`src/rtl/fir_mac_scheduler.sv`:
```
// Stereo FIR controller: one shared signed multiply-accumulate unit, round-robin between the
// left and right channels, per-channel circular sample history, idle-only coefficient writes.
module fir_mac_scheduler #(
  parameter int unsigned DATA_WIDTH = 16,
  parameter int unsigned COEF_WIDTH = 16,
  parameter int unsigned TAPS       = 16,
  localparam int unsigned PTR_W     = $clog2(TAPS),
  localparam int unsigned ACC_WIDTH = DATA_WIDTH + COEF_WIDTH + $clog2(TAPS)
) (
  input  logic                         clk,
  input  logic                         reset,
  input  logic signed [DATA_WIDTH-1:0] s_left_data,
  input  logic                         s_left_valid,
  output logic                         s_left_ready,
  input  logic signed [DATA_WIDTH-1:0] s_right_data,
  input  logic                         s_right_valid,
  output logic                         s_right_ready,
  output logic signed [ACC_WIDTH-1:0]  m_data,
  output logic                         m_channel,
  output logic                         m_valid,
  input  logic                         m_ready,
  input  logic                         coef_wr_en,
  input  logic [PTR_W-1:0]             coef_wr_addr,
  input  logic signed [COEF_WIDTH-1:0] coef_wr_data,
  output logic                         busy
);

  localparam int unsigned PROD_W = DATA_WIDTH + COEF_WIDTH;
  localparam logic [PTR_W:0] K_LAST = TAPS[PTR_W:0];

  typedef enum logic [1:0] {StIdle, StLoad, StMac, StOut} state_e;

  state_e                       r_state;
  state_e                       w_state_d;
  logic                         r_ch;
  logic signed [DATA_WIDTH-1:0] r_sample;
  logic signed [DATA_WIDTH-1:0] r_hist [2][TAPS];
  logic [PTR_W-1:0]             r_wptr [2];
  logic signed [COEF_WIDTH-1:0] r_coef [TAPS];
  logic signed [ACC_WIDTH-1:0]  r_acc;
  logic signed [PROD_W-1:0]     r_prod;
  logic [PTR_W:0]               r_k;
  // Set when left was served last, so a tie goes to right; zero after reset lets left win.
  logic                         r_prio_right;
  logic signed [ACC_WIDTH-1:0]  r_m_data;
  logic                         r_m_channel;
  logic                         r_m_valid;

  logic                         w_idle;
  logic                         w_grant_left;
  logic                         w_grant_right;
  logic                         w_accept;
  logic                         w_last_mac;
  logic [PTR_W-1:0]             w_tap_idx;
  logic signed [DATA_WIDTH-1:0] w_hist_tap;
  logic signed [COEF_WIDTH-1:0] w_coef_tap;
  logic signed [PROD_W-1:0]     w_prod;
  logic signed [ACC_WIDTH-1:0]  w_prod_ext;

  // Readies are gated by reset so nothing is offered while state is being cleared.
  assign w_idle        = (r_state == StIdle) && !reset;
  assign w_grant_left  = w_idle && s_left_valid && (!s_right_valid || !r_prio_right);
  assign w_grant_right = w_idle && s_right_valid && (!s_left_valid || r_prio_right);
  assign w_accept      = w_grant_left || w_grant_right;

  assign w_last_mac = (r_k == K_LAST);
  assign w_tap_idx  = r_wptr[r_ch] - r_k[PTR_W-1:0];
  assign w_hist_tap = r_hist[r_ch][w_tap_idx];
  assign w_coef_tap = r_coef[r_k[PTR_W-1:0]];
  assign w_prod     = PROD_W'(w_coef_tap) * PROD_W'(w_hist_tap);
  assign w_prod_ext = ACC_WIDTH'(r_prod);

  assign s_left_ready  = w_grant_left;
  assign s_right_ready = w_grant_right;
  assign m_data        = r_m_data;
  assign m_channel     = r_m_channel;
  assign m_valid       = r_m_valid;
  assign busy          = (r_state != StIdle);

  always_comb begin
    w_state_d = r_state;
    unique case (r_state)
      StIdle:  if (w_accept) w_state_d = StLoad;
      StLoad:  w_state_d = StMac;
      StMac:   if (w_last_mac) w_state_d = StOut;
      StOut:   if (m_ready) w_state_d = StIdle;
      default: w_state_d = StIdle;
    endcase
  end

  always_ff @(posedge clk or posedge reset) begin
    if (reset) begin
      r_state <= StIdle;
    end else begin
      r_state <= w_state_d;
    end
  end

  always_ff @(posedge clk or posedge reset) begin
    if (reset) begin
      r_ch         <= 1'b0;
      r_sample     <= '0;
      r_acc        <= '0;
      r_prod       <= '0;
      r_k          <= '0;
      r_prio_right <= 1'b0;
      r_m_data     <= '0;
      r_m_channel  <= 1'b0;
      r_m_valid    <= 1'b0;
      r_wptr[0]    <= '0;
      r_wptr[1]    <= '0;
    end else begin
      case (r_state)
        StIdle: begin
          if (w_accept) begin
            r_ch     <= w_grant_right;
            r_sample <= w_grant_right ? s_right_data : s_left_data;
          end
        end
        StLoad: begin
          r_acc  <= '0;
          r_prod <= '0;
          r_k    <= '0;
        end
        StMac: begin
          // Multiplier output is registered; the accumulate lags the product by one cycle.
          r_acc  <= r_acc + w_prod_ext;
          r_prod <= w_prod;
          r_k    <= r_k + 1'b1;
          if (w_last_mac) begin
            r_m_data     <= r_acc + w_prod_ext;
            r_m_channel  <= r_ch;
            r_m_valid    <= 1'b1;
            r_wptr[r_ch] <= r_wptr[r_ch] + 1'b1;
          end
        end
        StOut: begin
          if (m_ready) begin
            r_m_valid    <= 1'b0;
            r_prio_right <= !r_ch;
          end
        end
        default: ;
      endcase
    end
  end

  always_ff @(posedge clk or posedge reset) begin
    if (reset) begin
      for (int c = 0; c < 2; c++) begin
        for (int i = 0; i < TAPS; i++) begin
          r_hist[c][i] <= '0;
        end
      end
    end else if (r_state == StLoad) begin
      r_hist[r_ch][r_wptr[r_ch]] <= r_sample;
    end
  end

  always_ff @(posedge clk or posedge reset) begin
    if (reset) begin
      for (int i = 0; i < TAPS; i++) begin
        r_coef[i] <= '0;
      end
    end else if (r_state == StIdle && coef_wr_en) begin
      r_coef[coef_wr_addr] <= coef_wr_data;
    end
  end

endmodule

```
`config.mk`:
```
export PLATFORM = sky130hd
export DESIGN_NAME = fir_mac_scheduler
export DESIGN_NICKNAME = d
export VERILOG_FILES = /design/src/rtl/fir_mac_scheduler.sv
export SDC_FILE = /design/constraint.sdc
export NUM_CORES = 2
export LEC_CHECK = 0
export BUFFER_PORTS_ARGS = -buffer_cell sky130_fd_sc_hd__buf_4
export CAP_MARGIN = 20
export CORE_ASPECT_RATIO = 1.5
export CORE_UTILIZATION = 40
export CTS_BUF_LIST = sky130_fd_sc_hd__clkbuf_16
export DETAILED_ROUTE_END_ITERATION = 10
export PLACE_DENSITY = 0.51
export SYNTH_ARGS = -nofsm -noshare
export SYNTH_HDL_FRONTEND = slang
export SYNTH_SLANG_ARGS = --single-unit
```
`constraint.sdc`:
```
create_clock -name clk -period 43.5 [get_ports clk]
set_input_delay 4.35 -clock clk [delete_from_list [all_inputs] [get_ports clk]]
set_output_delay 4.35 -clock clk [all_outputs]
set_load 0.02 [all_outputs]
```
==> metrics.csv <==
stage,metric,value,unit
finish,diodes,0,
pwr,power_density,67.5,nW/µm²
global_routing,overflow,0,
sta,setup_viol,0,
global_routing,groute.usage.overall,0.213,
clock_tree,cts_htree_levels,3,
routing,postRouteWirelength,136000,µm
worst_setup_path,worstPathRequired,44.02,ns
sta,rsz0062_at_grt,false,
finish,syn_to_final_growth,10.9,%
floorplanning,die_h,444,µm
clock_tree,cts_setup_buffers,0,
yosys,yosysWarnings,0,
min_path,hold_start,r_wptr[4],
global_routing,grt_antenna_before_repair,0,
sta,fmax,89.3,MHz
sta,fin_setup_tns,0,ns
placement,io_buffers,98,
floorplanning,start_util,0.405,
worst_setup_path,r2r-end,r_prod[29],
clock_tree,cts_sinks,907,
worst_setup_path,crit_fanout,49,
yosys,syn_area,52200,µm²
worst_setup_path,r2r_slack,32.30,ns
min_path,min_to,r_wptr[4],
pwr,peakVddDrop,0.0000502,V
yosys,synth_ff_type,dfrtp_1,
clock_tree,postCtsResizedCells,0,
yosys,avgSynthCellArea,13.2,µm²
finish,finish.utilization,0.449,
run_status,outcome,completed,
clock_tree,cts_tree,built,
clock_tree,cts_buffers,94,
routing,drtIter0Drc,1298,
finish,seqCellArea,22700,µm²
sta,fin_skew,0.0337,ns
sta,finalMaxSlewViolations,0,
routing,wl_per_cell,23.5,µm
routing,dr.pass1.iters,4,
yosys,ys_seq_area_frac,0.435,
floorplanning,die_w,297,µm
floorplanning,dieArea,132000,µm²
yosys,syn_inst,3962,
placement,place_area,54900,µm²
sta,fin_crit_sh,0.257,
routing,drt.antenna.violating_nets,0,
clock_tree,clock_latency,0.71,ns
placement,gp_congestion,0.817,
worst_setup_path,endpoint_kind,flip-flop,
placement,hpwl,88100,µm
routing,viasPerCell,5.32,
yosys,synth.distinct_cells,65,
worst_setup_path,start_kind,flip-flop,
run,maxCapViolations,0,
global_routing,grt_max_degree,181,
sta,fin_crit,11.20,ns
finish,nFillCells,11900,
global_routing,grt_pass1_wl,213000,µm
sta,worstMarginPinSlew,1.12,ns
worst_setup_path,reg2regPathDepth,25,
yosys,ys_ff_latch,907,
pwr,power_leakage,0.0273,µW
floorplanning,core,129000,µm²
finish,layout.nets,4448,
clock_tree,root_buffer,clkbuf_16,
yosys,synth_nets,4415,
routing,vias,30800,
min_path,worst_hold_path_type,reg2reg,
clock_tree,path_clk_slew,0.06,ns
routing,drc,0,
worst_setup_path,reg2reg_from,r_ch,
yosys,synth-edff-count,0,
sta,finalHoldViolations,0,
floorplanning,num_io_pins,99,
global_routing,grt_pass1_vias,34000,
finish,multi_input_area,27200,µm²
worst_setup_path,worstSetupPathType,reg2reg,
worst_setup_path,worstPathArrival,11.72,ns
clock_tree,cts_hold_buf,0,
floorplanning,num_rows,161,
finish,finalInstanceArea,57900,µm²
min_path,hold_path_depth,1,
yosys,async_flop_share,1.00,
sta,relSlewSlack,0.242,
clock_tree,cts_buffer_depth,3,
finish,drive_gt1_frac,0.345,
-- final cells by class --
type,count,share of cell area
multi-input cells,2421,0.471
flip-flops and latches,907,0.392
clock buffers,97,0.0420
well taps,1711,0.0370
inverters,393,0.0256
repair buffers,178,0.0247
clock inverters,75,0.00772
-- cell families after synthesis --
| group | Yosys count | synth area share |
|---|---|---|
| AO/OA/AOI/OAI | 324 | 0.0394 |
| XOR/XNOR | 61 | 0.0109 |
| adder cells (fa/ha/maj) | 395 | 0.133 |
| buffers and inverters | 634 | 0.0484 |
| flip-flops | 907 | 0.435 |
| multiplexers | 1040 | 0.277 |
| AND/OR/NAND/NOR | 601 | 0.0561 |
-- flip-flops by register name, summed over array words and instances (netlist names), 2 cells and up --
name	cells
r_acc	36
r_prod	32
r_k	5
r_wptr	8
r_sample	16
m_data	36
r_state	2
r_coef	256
r_hist	512
-- worst max path at each step --
stage           from         end  depth (start not counted)
2_1_floorplan  reset   m_channel                          1
3_3_place_gp    r_ch  r_prod[29]                         25
3_5_place_dp    r_ch  r_prod[29]                         25
4_1_cts         r_ch  r_prod[29]                         25
5_1_grt         r_ch  r_prod[29]                         25
6_report        r_ch  r_prod[29]                         25
-- per-layer routing --
metal,track usage,part of all wire,vias to the layer above
li1,-,-,13800
met4,0.0646,0.028,0
met3,0.0213,0.023,164
met1,0.263,0.42,16400
met2,0.390,0.53,386
met5,0,0,-
-- cells in the mapped netlist (22+ instances only) --
cell	count	area share
fa_1	265	0.10
mux2_2	773	0.17
o22ai_1	45	0.0054
dfrtp_1	907	0.44
clkbuf_1	155	0.011
nand3_1	51	0.0049
inv_1	391	0.028
xnor2_1	36	0.0060
nor2_1	174	0.013
ha_1	130	0.031
a21o_1	26	0.0037
a21oi_1	58	0.0056
nand2b_1	98	0.012
xor2_1	22	0.0037
nand2_1	142	0.010
nor2b_1	50	0.0060
o21ai_0	91	0.0087
or2_2	25	0.0030
mux4_2	226	0.098
buf_2	51	0.0049
-- worst max-delay path, cell delays in order (launching register included) --
cell and delay [ns]:
dfrtp_4 0.88, mux2i_1 0.56, ha_4 0.83, buf_4 0.88, mux4_2 0.61, mux4_2 0.51
mux2i_2 0.78, nand2b_1 0.22, fa_1 0.46, fa_1 0.53, fa_1 0.52, inv_1 0.06
fa_1 0.49, fa_1 0.49, inv_1 0.05, fa_1 0.47, inv_1 0.04, ha_1 0.36
nand2_1 0.12, o31ai_1 0.28, a21oi_1 0.13, a21oi_1 0.33, o221ai_1 0.31, o31ai_1 0.64
a211o_1 0.22, o221ai_1 0.10
-- power breakdown --
group          switching [µW]  total [µW]  internal, µW
Combinational            1190        2040           845
Clock                     356         772           416
Sequential                104        1100           993
Total                    1650        3910          2260
-- stage by stage --
stage | setup slack [ns] | total power [µW] | hold slack, ns | std cells
after global placement | 32.37 | 3150 | 0.463 | 5603
after CTS | 32.17 | 3970 | 0.473 | 5778
after detailed placement | 32.21 | 3180 | 0.462 | 5606
final | 32.30 | 3910 | 0.471 | 5782
after global routing | 31.62 | 4220 | 0.487 | 5782
after floorplan | 13.65 | 2580 | 0.441 | 3962
-- cells in the final DEF, fill, tap and decap left out, types with 15 or more instances in the layout --
cell / count
nor2_1: 141
nand2_1: 141
or2_2: 25
nor2_4: 23
clkinv_1: 27
mux4_2: 226
a21o_1: 26
nor2b_1: 50
clkbuf_16: 97
nand3_1: 47
ha_1: 128
clkinv_2: 15
buf_4: 170
o21a_1: 17
a21oi_1: 56
o21ai_0: 86
xnor2_1: 36
inv_1: 411
nand2b_1: 98
o22ai_1: 45
dfrtp_1: 904
fa_1: 264
xor2_1: 22
mux2i_1: 21
mux2_2: 773
Note: power is estimated with default switching activity, not from simulation.
